===== src/rtl/writeback_stage_q.sv =====
// Register-file writeback merging the main pipe with a queued long-latency (mul/div) result stream.
// Define WB_STATS_EN to build the stall/defer statistics counters; otherwise they read as zero.
module writeback_stage_q #(
    parameter int DATA_W   = 64,
    parameter int REG_W    = 5,
    parameter int LL_DEPTH = 4,
    parameter int ZERO_REG = 31
) (
    input  logic                        clk,
    input  logic                        resetl,
    input  logic                        RegWrite_WB,
    input  logic                        Mem2Reg_WB,
    input  logic [REG_W-1:0]            RD_WB,
    input  logic [DATA_W-1:0]           ALUout_WB,
    input  logic [DATA_W-1:0]           ReadData_WB,
    input  logic                        ll_valid,
    input  logic [REG_W-1:0]            ll_rd,
    input  logic [DATA_W-1:0]           ll_data,
    output logic                        ll_ready,
    input  logic [REG_W-1:0]            hz_rn,
    input  logic [REG_W-1:0]            hz_rm,
    output logic                        hz_stall,
    output logic                        RegWrite_ID,
    output logic [REG_W-1:0]            RD_ID,
    output logic [DATA_W-1:0]           MemtoRegOut_ID,
    output logic [$clog2(LL_DEPTH):0]   q_count,
    output logic [31:0]                 stall_cnt,
    output logic [31:0]                 defer_cnt
);
    localparam int PW = $clog2(LL_DEPTH);
    localparam int CW = PW + 1;
    localparam logic [REG_W-1:0] ZR      = REG_W'(ZERO_REG);
    localparam logic [CW-1:0]    DEPTH_C = CW'(LL_DEPTH);

    logic [REG_W-1:0]  rd_q   [LL_DEPTH];
    logic [DATA_W-1:0] data_q [LL_DEPTH];
    logic [LL_DEPTH-1:0] vld_q;
    logic [PW-1:0]     head_q, tail_q;
    logic [CW-1:0]     count_q;

    logic main_live, q_empty, pop, bypass, push, hz;

    assign main_live = RegWrite_WB && (RD_WB != ZR);
    assign q_empty   = (count_q == '0);
    assign ll_ready  = resetl && (count_q < DEPTH_C);
    assign pop       = !main_live && !q_empty;
    assign bypass    = !main_live && q_empty && ll_valid && (ll_rd != ZR);
    // A zero-register result is accepted but never stored.
    assign push      = ll_valid && ll_ready && !bypass && (ll_rd != ZR);
    assign q_count   = count_q;

    always_comb begin
        hz = 1'b0;
        for (int i = 0; i < LL_DEPTH; i++) begin
            if (vld_q[i] && (((hz_rn != ZR) && (rd_q[i] == hz_rn)) ||
                             ((hz_rm != ZR) && (rd_q[i] == hz_rm))))
                hz = 1'b1;
        end
    end
    assign hz_stall = hz;

    always_ff @(posedge clk) begin
        if (push) begin
            rd_q[tail_q]   <= ll_rd;
            data_q[tail_q] <= ll_data;
        end
    end

    always_ff @(posedge clk) begin
        if (!resetl) begin
            RegWrite_ID    <= 1'b0;
            RD_ID          <= '0;
            MemtoRegOut_ID <= '0;
            vld_q          <= '0;
            head_q         <= '0;
            tail_q         <= '0;
            count_q        <= '0;
        end else begin
            if (main_live) begin
                RegWrite_ID    <= 1'b1;
                RD_ID          <= RD_WB;
                MemtoRegOut_ID <= Mem2Reg_WB ? ReadData_WB : ALUout_WB;
            end else if (!q_empty) begin
                RegWrite_ID <= vld_q[head_q];
                if (vld_q[head_q]) begin
                    RD_ID          <= rd_q[head_q];
                    MemtoRegOut_ID <= data_q[head_q];
                end
            end else if (bypass) begin
                RegWrite_ID    <= 1'b1;
                RD_ID          <= ll_rd;
                MemtoRegOut_ID <= ll_data;
            end else begin
                RegWrite_ID <= 1'b0;
            end

            // Squash older queued writes to the same register; a push below
            // in the same cycle is younger and must survive, so it comes last.
            for (int i = 0; i < LL_DEPTH; i++) begin
                if (main_live && (rd_q[i] == RD_WB))
                    vld_q[i] <= 1'b0;
            end
            if (pop) begin
                vld_q[head_q] <= 1'b0;
                head_q        <= head_q + 1'b1;
            end
            if (push) begin
                vld_q[tail_q] <= 1'b1;
                tail_q        <= tail_q + 1'b1;
            end
            count_q <= count_q + CW'(push) - CW'(pop);
        end
    end

`ifdef WB_STATS_EN
    logic [31:0] stall_q, defer_q;

    always_ff @(posedge clk) begin
        if (!resetl) begin
            stall_q <= '0;
            defer_q <= '0;
        end else begin
            if (ll_valid && !ll_ready && (stall_q != '1))
                stall_q <= stall_q + 32'd1;
            if (main_live && !q_empty && (defer_q != '1))
                defer_q <= defer_q + 32'd1;
        end
    end

    assign stall_cnt = stall_q;
    assign defer_cnt = defer_q;
`else
    assign stall_cnt = '0;
    assign defer_cnt = '0;
`endif

endmodule


===== config.mk =====
export PLATFORM = sky130hd
export DESIGN_NAME = writeback_stage_q
export DESIGN_NICKNAME = d
export VERILOG_FILES = /design/src/rtl/writeback_stage_q.sv
export SDC_FILE = /design/constraint.sdc
export NUM_CORES = 1
export LEC_CHECK = 0
export ABC_AREA = 1
export BUFFER_PORTS_ARGS = -buffer_cell sky130_fd_sc_hd__buf_2
export CAP_MARGIN = 20
export CORE_MARGIN = 2
export CORE_UTILIZATION = 43
export CTS_CLUSTER_DIAMETER = 100
export DETAILED_ROUTE_END_ITERATION = 8
export GPL_ROUTABILITY_DRIVEN = 0
export GPL_TIMING_DRIVEN = 0
export HOLD_SLACK_MARGIN = 0.03
export PLACE_DENSITY = 0.75
export SYNTH_ARGS = -nofsm -noshare
export SYNTH_HDL_FRONTEND = slang
export SYNTH_SLANG_ARGS = --single-unit

===== constraint.sdc =====
create_clock -name clk -period 5.44 [get_ports clk]
set_clock_uncertainty 0.1 [all_clocks]
set_input_delay 0.544 -clock clk [delete_from_list [all_inputs] [get_ports clk]]
set_output_delay 0.544 -clock clk [all_outputs]
set_load 0.02 [all_outputs]

==> impl_metrics.yaml <==
cells_and_area:
  fillers: 3584
  finalNonFillerCells: 2822
  seq_area_um2: 9950
  multi_input_area_um2: 6600
  final_layout_size_suffix_gt1_frac: 0.228
  nNetsFinal: 2491
  syn_to_final_growth_pct: 22.1
synthesis:
  avgSynthCellArea_um2: 9.32
  synth_seq_cells: 359
  syn_area_um2: 17500
  synth_cell_types: 30
  yosysSeqAreaShare: 0.570
  ys_async_sr_fraction: 0
  yosysWarnings: 0
  ys.flop_type: "edfxtp_1"
  synth_edf_count: 276
  synth_cells: 1872
die:
  start_util: 0.437
  std_cell_rows: 73
  core_um2: 39900
  die_h_um: 205
  die_area_um2: 42200
  die_w_um: 205
  io-pin-count: 356
sta:
  setup_viol: 0
  fmax_mhz: 314
  min_period_ns: 3.19
  tns_ns: 0
  hold_viol: 0
  max_slew_margin: 0.400
  worstMarginPinSlew_ns: 0.898
  holdWs_ns: 0.155
  slew_viol_final: 0
  rsz0062_at_grt: "no"
  final.setup.worst_slack_ns: 2.25
  fin_crit_sh: 0.586
drt:
  drt_iter0_markers: 1183
  ant_nets: 0
  vias: 14500
  viasPerCell: 5.15
  route.detailed.drc: 0
  post_drt_wl_per_cell_um: 19.2
  firstDrtPassIters: 6
  drt_wl_total_um: 54300
place:
  hpwl_um: 37600
  portBuffers: 277
  dp.cells: 2746
  pre_cts_ws_ns: 1.84
grt:
  grt_pass1_vias: 13900
  gr-total-overflow: 0
  antenna_found_initial: 5
  grtUsageTotal: 0.252
  grt_max_degree: 27
  grt_pass1_wl_um: 79900
cts:
  hold_buffers: 0
  clockBufferDepth: 3
  post_cts_buffers: 0
  path_clk_slew_ns: 0.06
  cts_tree: "done"
  numCtsBuffers: 40
  clock_sinks: 359
  clk_latency_ns: 0.52
  cts-root-buf: "clkbuf_16"
  cts-resized-gates: 0
  htree_levels: 2
critical_path:
  critical_path_class: "reg -> reg"
  arrival_ns: 3.53
  end_kind: "flip-flop"
  crit_required_ns: 5.79
  start_kind: "flip-flop"
  cp_max_fo: 9
status:
  status: "finished, final reports clean"
power_and_ir_drop:
  ir_drop_mv: 0.264
  fin_total_pwr_mw: 9.68
  leakage_nw: 8.98
  powerDensity_nw_per_um2: 454
worst_hold_path:
  holdCritPathClass: "in -> reg"
flow_run:
  cap_viol_max_count: 0
-- cells in the mapped netlist, types with 8 or more instances --
| cell type | number | area, um^2 |
|---|---|---|
| buf_1 | 15 | 56.3 |
| buf_2 | 25 | 125 |
| inv_1 | 33 | 124 |
| nand2_1 | 395 | 1480 |
| nand3b_1 | 69 | 518 |
| nor2_1 | 431 | 1620 |
| ha_1 | 10 | 125 |
| o21ai_0 | 149 | 746 |
| a21oi_1 | 13 | 65.1 |
| buf_4 | 71 | 533 |
| edfxtp_1 | 276 | 8290 |
| o21ai_1 | 12 | 60.1 |
| buf_6 | 8 | 90.1 |
| mux2_2 | 64 | 721 |
| xnor2_1 | 35 | 307 |
| xor2_1 | 16 | 140 |
| dfxtp_1 | 83 | 1660 |
| nand3_1 | 91 | 455 |
| clkbuf_1 | 63 | 236 |
-- critical path, cell delays in order, from the launching register on --
cell	delay, ns
dfxtp_1	0.36
nor3_1	0.54
nand2_2	0.16
nand3_1	0.50
ha_1	0.34
inv_1	0.06
ha_1	0.13
inv_1	0.05
fa_1	0.42
xor2_1	0.20
o21ai_0	0.10
a21oi_1	0.15
-- through the flow --
| stage | util | instance area, um^2 |
|---|---|---|
| 4_1_cts | 0.534 | 21300 |
| 5_1_grt | 0.534 | 21300 |
| 6_report | 0.534 | 21300 |
| 3_5_place_dp | 0.500 | 19900 |
| 2_1_floorplan | - | 17700 |
| 3_3_place_gp | 0.494 | 19700 |
-- logic make-up (layout without fill, tap and decap cells) --
| logic type | after synthesis | after routing | share of synthesized area |
|---|---|---|---|
| simple gates | 993 | 993 | 0.236 |
| flops | 359 | 359 | 0.570 |
| buf+inv | 218 | 576 | 0.0674 |
| compound gates | 175 | 175 | 0.0508 |
| mux | 64 | 64 | 0.0413 |
| xor+xnor | 51 | 51 | 0.0256 |
| fa+ha+maj | 11 | 11 | 0.00831 |
| other cells | 1 | 68 | 0.000215 |
-- final timing paths --
check	from	endpoint	slack, ns	cells past startpoint
hold / removal	ll_data[9]	data_q[0][9]$_DFFE_PP_	0.16	1
setup reg to reg	q_count[1]$_SDFF_PN0_	q_count[2]$_SDFF_PN0_	2.25	11
hold reg to reg	q_count[1]$_SDFF_PN0_	q_count[2]$_SDFF_PN0_	0.43	1
setup / recovery	q_count[1]$_SDFF_PN0_	q_count[2]$_SDFF_PN0_	2.25	11
-- area by class of cell --
cell class | count | area share
antenna | 4 | 0.000470
buffer | 182 | 0.0489
clock buffer | 56 | 0.0527
clock inverter | 16 | 0.0107
inverter | 36 | 0.00640
multi-input combinational | 1358 | 0.310
sequential | 359 | 0.467
tap | 525 | 0.0308
timing repair buffer | 286 | 0.0735
-- state kept, by name, indices dropped and copies added, names as in the netlist, named ones only --
signal	count
data_q	256
RD_ID	5
RegWrite_ID	1
tail_q	2
rd_q	20
head_q	2
q_count	3
MemtoRegOut_ID	64
vld_q	4
-- power by group --
part / leakage (nW) / total [mW] / internal [mW] / switching [mW]
logic: 5.14 / 3.43 / 1.11 / 2.32
clock network: 0.658 / 2.79 / 1.72 / 1.07
registers: 3.18 / 3.45 / 3.29 / 0.161
total: 8.98 / 9.68 / 6.13 / 3.55
-- layout by cell type (no fill, tap or decap), drive strengths merged, types with 4 or more instances in the layout --
cell / count
dfxtp: 83
nand3b: 69
bufinv: 6
ha: 10
mux2: 64
xor2: 16
xnor2: 35
o21ai: 162
nor2: 431
nand3: 92
clkbuf: 119
nand2: 399
buf: 405
a21oi: 13
clkinv: 11
conb: 64
inv: 34
diode: 4
edfxtp: 276
-- layer usage --
metal	routed length, um	vias up	track usage
li1	-	6878	-
met1	22000	6862	0.327
met2	25900	689	0.420
met3	4670	102	0.0494
met4	1660	4	0.0874
met5	21	-	0
(Power assumes the default switching activity.)
